File: src/rtl/traffic_frontend_pkg.sv
// Purpose : shared state encodings for the traffic-light request front end.
// Latency : n/a (types only).
// Backpressure: n/a (types only).
// Contents: walk_state_t (pedestrian request FSM), sen_state_t (vehicle request FSM).
package traffic_frontend_pkg;

   // Pedestrian request FSM: idle, request pending, waiting for button release.
   typedef enum logic [1:0] {
      W_IDLE = 2'd0,
      W_REQ  = 2'd1,
      W_REL  = 2'd2
   } walk_state_t;

   // Vehicle request FSM: idle, counting presence ticks, request pending,
   // waiting for the vehicle to leave.
   typedef enum logic [1:0] {
      S_IDLE = 2'd0,
      S_CNT  = 2'd1,
      S_REQ  = 2'd2,
      S_HOLD = 2'd3
   } sen_state_t;

endpackage

File: src/rtl/input_debouncer.sv
// Purpose : 2-flop synchroniser followed by a stability debouncer for one raw pin.
// Latency : db follows a stable raw change DEB_CYCLES+2 edges after it is first sampled.
// Backpressure: none; free-running, output is a level.
// Ports   : clk, reset (async active-low), raw (asynchronous pin), db (debounced level).
module input_debouncer #(
   parameter int DEB_CYCLES = 4
) (
   input  logic clk,
   input  logic reset,
   input  logic raw,
   output logic db
);
   import traffic_frontend_pkg::*;

   localparam int CW = $clog2(DEB_CYCLES + 1);
   localparam logic [CW-1:0] CNT_LAST = CW'(DEB_CYCLES - 1);

   logic          sync1;
   logic          sync2;
   logic [CW-1:0] cnt;

   // Plain two-flop chain; nothing combinational between the stages.
   always_ff @(posedge clk or negedge reset) begin
      if (!reset) begin
         sync1 <= 1'b0;
         sync2 <= 1'b0;
      end else begin
         sync1 <= raw;
         sync2 <= sync1;
      end
   end

   // cnt measures how long sync2 has disagreed with db; any agreement
   // restarts the measurement, so short glitches never reach db.
   always_ff @(posedge clk or negedge reset) begin
      if (!reset) begin
         cnt <= '0;
         db  <= 1'b0;
      end else if (sync2 == db) begin
         cnt <= '0;
      end else if (cnt == CNT_LAST) begin
         db  <= sync2;
         cnt <= '0;
      end else begin
         cnt <= cnt + 1'b1;
      end
   end

endmodule

File: src/rtl/traffic_request_frontend.sv
// Purpose : conditions button/loop-sensor pins and issues held requests to the light controller.
// Latency : walk_req rises DEB_CYCLES+3 edges after a clean press; sen_req the edge after the qualifying tick.
// Backpressure: requests are held until the matching one-cycle ack; acks outside a pending request are dropped.
// Ports   : clk, reset (async active-low), tick (slow strobe), walk_btn, sensor_raw (raw pins),
//           walk_ack, sen_ack (service pulses), walk_req, sen_req (held requests), walk_db, sensor_db (LED levels).
module traffic_request_frontend #(
   parameter int DEB_CYCLES     = 4,
   parameter int PRESENCE_TICKS = 3
) (
   input  logic clk,
   input  logic reset,
   input  logic tick,
   input  logic walk_btn,
   input  logic sensor_raw,
   input  logic walk_ack,
   input  logic sen_ack,
   output logic walk_req,
   output logic sen_req,
   output logic walk_db,
   output logic sensor_db
);
   import traffic_frontend_pkg::*;

   localparam int PW = $clog2(PRESENCE_TICKS + 1);
   localparam logic [PW-1:0] PCNT_LAST = PW'(PRESENCE_TICKS - 1);

   walk_state_t   w_state, w_next;
   sen_state_t    s_state, s_next;
   logic [PW-1:0] pcnt, pcnt_next;

   input_debouncer #(.DEB_CYCLES(DEB_CYCLES)) u_walk_deb (
      .clk   (clk),
      .reset (reset),
      .raw   (walk_btn),
      .db    (walk_db)
   );

   input_debouncer #(.DEB_CYCLES(DEB_CYCLES)) u_sensor_deb (
      .clk   (clk),
      .reset (reset),
      .raw   (sensor_raw),
      .db    (sensor_db)
   );

   always_ff @(posedge clk or negedge reset) begin
      if (!reset) begin
         w_state <= W_IDLE;
         s_state <= S_IDLE;
         pcnt    <= '0;
      end else begin
         w_state <= w_next;
         s_state <= s_next;
         pcnt    <= pcnt_next;
      end
   end

   // Walk FSM. W_REL absorbs a held button so one press yields one request.
   always_comb begin
      w_next = w_state;
      case (w_state)
         W_IDLE: if (walk_db) w_next = W_REQ;
         W_REQ:  if (walk_ack) w_next = walk_db ? W_REL : W_IDLE;
         W_REL:  if (!walk_db) w_next = W_IDLE;
         default: w_next = W_IDLE;
      endcase
   end

   // Sensor FSM. Presence is only counted from S_CNT, so a tick landing on
   // the same edge that sensor_db rises is not counted.
   always_comb begin
      s_next    = s_state;
      pcnt_next = pcnt;
      case (s_state)
         S_IDLE: begin
            if (sensor_db) begin
               s_next    = S_CNT;
               pcnt_next = '0;
            end
         end
         S_CNT: begin
            if (!sensor_db) begin
               s_next = S_IDLE;
            end else if (tick) begin
               if (pcnt == PCNT_LAST) s_next = S_REQ;
               else                   pcnt_next = pcnt + 1'b1;
            end
         end
         // Request stays latched even if the vehicle leaves before service.
         S_REQ:  if (sen_ack) s_next = sensor_db ? S_HOLD : S_IDLE;
         S_HOLD: if (!sensor_db) s_next = S_IDLE;
         default: s_next = S_IDLE;
      endcase
   end

   // Moore decode straight from the async-reset state flops, so reset drops
   // the requests without waiting for a clock.
   assign walk_req = (w_state == W_REQ);
   assign sen_req  = (s_state == S_REQ);

endmodule
File: config.mk
export PLATFORM = sky130hd
export DESIGN_NAME = traffic_request_frontend
export DESIGN_NICKNAME = d
export VERILOG_FILES = /design/src/rtl/traffic_frontend_pkg.sv /design/src/rtl/input_debouncer.sv /design/src/rtl/traffic_request_frontend.sv
export SDC_FILE = /design/constraint.sdc
export NUM_CORES = 1
export LEC_CHECK = 0
export CORE_MARGIN = 5
export CORE_UTILIZATION = 53
export CTS_CLUSTER_DIAMETER = 30
export DETAILED_ROUTE_END_ITERATION = 16
export PLACE_DENSITY = 0.8
export SYNTH_ARGS = -nofsm -noshare
export SYNTH_HDL_FRONTEND = slang
export SYNTH_SLANG_ARGS = --single-unit
File: constraint.sdc
create_clock -name clk -period 2.35 [get_ports clk]
set_input_delay 0.47 -clock clk [delete_from_list [all_inputs] [get_ports clk]]
set_output_delay 0.47 -clock clk [all_outputs]
set_load 0.05 [all_outputs]
Yosys cells after proc, flatten, opt, wreduce, memory -nomap -nowiden
Cells that the tools add are included.
- bits of input ports: 7
- logic and storage cells: 67
- register bits after elaboration: 18
- output and inout bits: 4
- equality and inequality tests: 21
- reduce and logical (&&, ||, !) cells: 8
- bitwise gates (word level): 2
- muxes and demuxes: 22
- add/sub/neg operators: 3
- operator list (cell ; number):
    2-to-1 mux 2 bit ; 15
    2-to-1 mux 3 bit ; 4
    != test 2 bit, second input constant ; 6
    AND reduction 5 bit ; 2
    == test 2 bit, second input constant ; 4
    one-hot mux 2 bit (4 select lines) ; 1
    adder 3 x 1 -> 3 bit, second input constant ; 2
    == test 3 x 2 -> 1 bit, second input constant ; 2
    != test 2 x 1 -> 1 bit, second input constant ; 3
    != test 3 bit, second input constant ; 2
    one-hot mux 2 bit (3 select lines) ; 1
    == test 2 x 1 -> 1 bit, second input constant ; 2
    logical NOT 2 bit ; 2
    one-hot mux 2 bit (2 select lines) ; 1
    AND reduction 2 bit ; 2
    AND reduction 3 bit ; 1
    adder 2 x 1 -> 2 bit, second input constant ; 1
    == test 1 bit ; 2
    inverter 1 bit ; 2
    nonzero test 2 bit ; 1

Depth between registers and ports, before layout
- word-level depth: 5
- depth in mapped cells: 5
- gate-level depth less buffers: 5

Hierarchy
Synthesis repeated with hierarchy kept, for this count alone.
- cells, all modules: 56
- area total of the unflattened synthesis: 757.0 um^2
- modules (own cells, without submodules) (module ; sequential area each (um^2) ; instances ; cells each ; area each (um^2)):
    traffic_request_frontend ; 150.1 ; 1 ; 30 ; 311.5
    input_debouncer at u_walk_deb ; 150.1 ; 1 ; 13 ; 229.0
    input_debouncer at u_sensor_deb ; 150.1 ; 1 ; 13 ; 216.5

Least setup slack after synthesis
Ideal clock, no wire load.
- path type: register to output
- from: register w_state[0]
- to: output walk_req
- cell stages (with the launch flop): 2
- path buffers: 0
- slack: 769 ps
- arrival: 1111 ps
- data required time: 1880 ps
- cell sequence: dfrtp_1 nor2b_1
- longest elaborated chain between the ends: 1
- RTL lines (item ; RTL line ; source):
    from (decl) ; traffic_request_frontend.sv:27 ; walk_state_t w_state, w_next;
    from (signal assigned) ; traffic_request_frontend.sv:51 ; w_state <= w_next;
    == test 2 x 1 -> 1 bit ; traffic_request_frontend.sv:97 ; assign walk_req = (w_state == W_REQ);
    to (decl) ; traffic_request_frontend.sv:17 ; output logic walk_req,
Every way passes these cells.

Worst setup path after layout
Ends and elaborated chain as after synthesis.

==> results.cfg <==
[synthesis]
synth_area_leader_cell = sky130_fd_sc_hd__dfrtp_1
cell_types_with_the_largest_area_share_after_synthesis = sky130_fd_sc_hd__dfrtp_1, sky130_fd_sc_hd__ha_1, sky130_fd_sc_hd__nor2b_1
synth-seq-cells = 18
synth_most_common_cell = sky130_fd_sc_hd__dfrtp_1
synth_edf_count = 0
syn-instance-count = 56
post_synth_num_cell_types = 20
async_reset_ff_frac = 1.00
yosys.area.top_type_share = 0.632
synth_commonest_cells = sky130_fd_sc_hd__dfrtp_1, sky130_fd_sc_hd__nor2b_1
ys_warn_count = 0
synthesis.area_per_instance_um2 = 12.7
synth-main-ff-cell = sky130_fd_sc_hd__dfrtp_1
net_count_after_synthesis = 66
synthesis.area_um2 = 713
seq_area_frac_synth = 0.632

[drt]
drt-vias-per-instance = 5.35
routed_wirelength_mm = 1.11
drc_errors_left = 0
drt_first_pass_iters = 4
initialDrtViolationCount = 4
detail_route_antenna_nets = 0
num_vias = 455
mean_routed_wirelength_per_cell_um = 13.1

[clock_tree]
clockRootBuffer = sky130_fd_sc_hd__clkbuf_4
cts_max_level = 1
tritoncts_num_sinks = 18
cts_made_buffers = 3
cts_post_setup_buffers_inserted = 0
cts-root-to-sink-buffers = 2
cts_tree = built
worst_setup_hold_path_clk_slew_ns = 0.09
cts_hold_buffers = 0
postCtsResizedCells = 0
worst_skew_late_latency_ns = 0.29

[sta]
tightest_slew_ns = 0.502
period_needed_ns = 2.16
clock.fmax_ghz = 0.463
setup_viol = 0
final-hold-violation-count = 0
report.final.slew_viol_count = 0
grt_setup_unrepaired = no
finalCritPeriodShare = 0.919
rel_slew_slack = 0.664
finClkSkew_ns = 0.00243
timing.setup.tns_ns = 0

[setup_path]
timing.critical_path.from_type = flop
critical_path_required_ns = 1.88
path_max_fanout = 4
reg2reg_to = pcnt[1]
worst-setup-path-type = reg2out
cp-end-kind = output pin
worstRegToRegCells = 4
timing.reg2reg.setup_slack_ns = 1.17
timing.critical_path.arrival_ns = 1.69
crit-reg2reg-launch = pcnt[1]

[global_route]
grt_pass1_vias = 458
global_route.usage.total = 0.132
gr-total-overflow = 0
grt_start_max_net_pins = 19
initial_antenna_violation_count = 0
grt_first_pass_wirelength_mm = 1.97

[place]
dp_hpwl_um = 820
io_buffers = 10
dp.cells = 82
gp_congestion = 0.683

[power_and_ir_drop]
powerDensity_nw_per_um2 = 1190
irDropWorstVdd_v = 0.000735
static-leakage-power_nw = 0.395

[flow_run]
timing.max_cap.violations = 0

[finish]
nFillCells = 100
final_nets = 82
syn2layout_area_growth_pct = 20.9
diodes = 0
finalCoreUtilization = 0.671
post_layout_nonfiller_instances = 85
drive_above_1_share = 0.114

[worst_hold_path]
timing.hold.worst.start = u_walk_deb.sync1
worst_hold_path.num_cells = 0
min_delay_worst_endpoint = u_walk_deb.sync2
hold_path_class = reg2reg

[floorplanning]
pin_count = 11
die_w_um = 46.7
fp.coreArea_um2 = 1280
die-area_um2 = 2180
number_of_cell_rows = 13
die-height_um = 46.7
initial_utilization = 0.555

[outcome]
status = complete, no violations
-- metrics by stage --
stage	setup WS, ns	cell area (µm²)	total power, mW	hold slack, ns
6_report	0.191	862	1.02	0.354
4_1_cts	0.165	862	1.03	0.356
3_3_place_gp	0.552	840	0.864	0.334
2_1_floorplan	0.769	713	0.756	0.174
3_5_place_dp	0.490	840	0.890	0.335
5_1_grt	0.107	862	1.11	0.363
-- registers in the layout (all words and copies together), names as in the netlist, 2 cells and up --
signal            cells
pcnt                  2
s_state               2
u_sensor_deb.cnt      3
u_walk_deb.cnt        3
w_state               2
-- power breakdown --
group	switching (mW)	internal, mW
Sequential	0.0813	0.398
Combinational	0.220	0.178
Clock	0.0853	0.0596
-- worst max path at each step --
stage / from / endpoint / slack (ns)
3_5_place_dp: w_state[0] / walk_req / 0.49
6_report: w_state[0] / walk_req / 0.19
3_3_place_gp: s_state[0] / sen_req / 0.55
5_1_grt: w_state[0] / walk_req / 0.11
2_1_floorplan: w_state[0] / walk_req / 0.77
4_1_cts: w_state[0] / walk_req / 0.17
-- layout make-up --
| type | count | area (µm²) | area share |
|---|---|---|---|
| timing repair buffer | 11 | 108 | 0.125 |
| tap | 15 | 18.8 | 0.0218 |
| inverter | 3 | 11.3 | 0.0131 |
| sequential | 18 | 450 | 0.522 |
| clock buffer | 3 | 22.5 | 0.0261 |
| multi-input combinational | 35 | 251 | 0.292 |
-- layer usage --
layer	part of all wire	GRT usage	vias to the layer above
met5	0	0	-
met4	0.026	0.0663	0
met3	0.058	0.0352	5
met2	0.45	0.190	12
met1	0.46	0.184	218
li1	-	-	220
-- cells by family after synthesis --
kind of cell	Yosys count	synth area share
flops	18	0.632
buf+inv	3	0.0158
fa+ha+maj	3	0.0526
xor+xnor	2	0.0246
simple gates	21	0.174
mux	3	0.0456
compound gates	6	0.0561
-- worst max-delay path: stages, from the launching register on --
cell and delay [ns]:
sky130_fd_sc_hd__dfrtp_1 0.40, sky130_fd_sc_hd__nor2b_1 0.19, sky130_fd_sc_hd__clkdlybuf4s50_1 0.82
-- layout by cell type, fill, tap and decap left out --
master and count:
sky130_fd_sc_hd__a21oi_1 2, sky130_fd_sc_hd__inv_1 3, sky130_fd_sc_hd__dfrtp_1 18, sky130_fd_sc_hd__nor2b_1 6
sky130_fd_sc_hd__nand4_1 2, sky130_fd_sc_hd__nor3_1 2, sky130_fd_sc_hd__mux2i_1 1, sky130_fd_sc_hd__buf_4 1
sky130_fd_sc_hd__nor3b_1 3, sky130_fd_sc_hd__nor2_1 3, sky130_fd_sc_hd__o22ai_1 1, sky130_fd_sc_hd__clkdlybuf4s50_1 10
sky130_fd_sc_hd__xnor2_1 2, sky130_fd_sc_hd__o311a_2 1, sky130_fd_sc_hd__o21ai_0 1, sky130_fd_sc_hd__ha_1 3
sky130_fd_sc_hd__a211oi_1 1, sky130_fd_sc_hd__nand2_1 1, sky130_fd_sc_hd__mux2_2 2, sky130_fd_sc_hd__nand2b_1 2
sky130_fd_sc_hd__clkbuf_4 3, sky130_fd_sc_hd__and2b_2 1, sky130_fd_sc_hd__nand3_1 1
No activity file was read; power rests on OpenSTA's default activity.
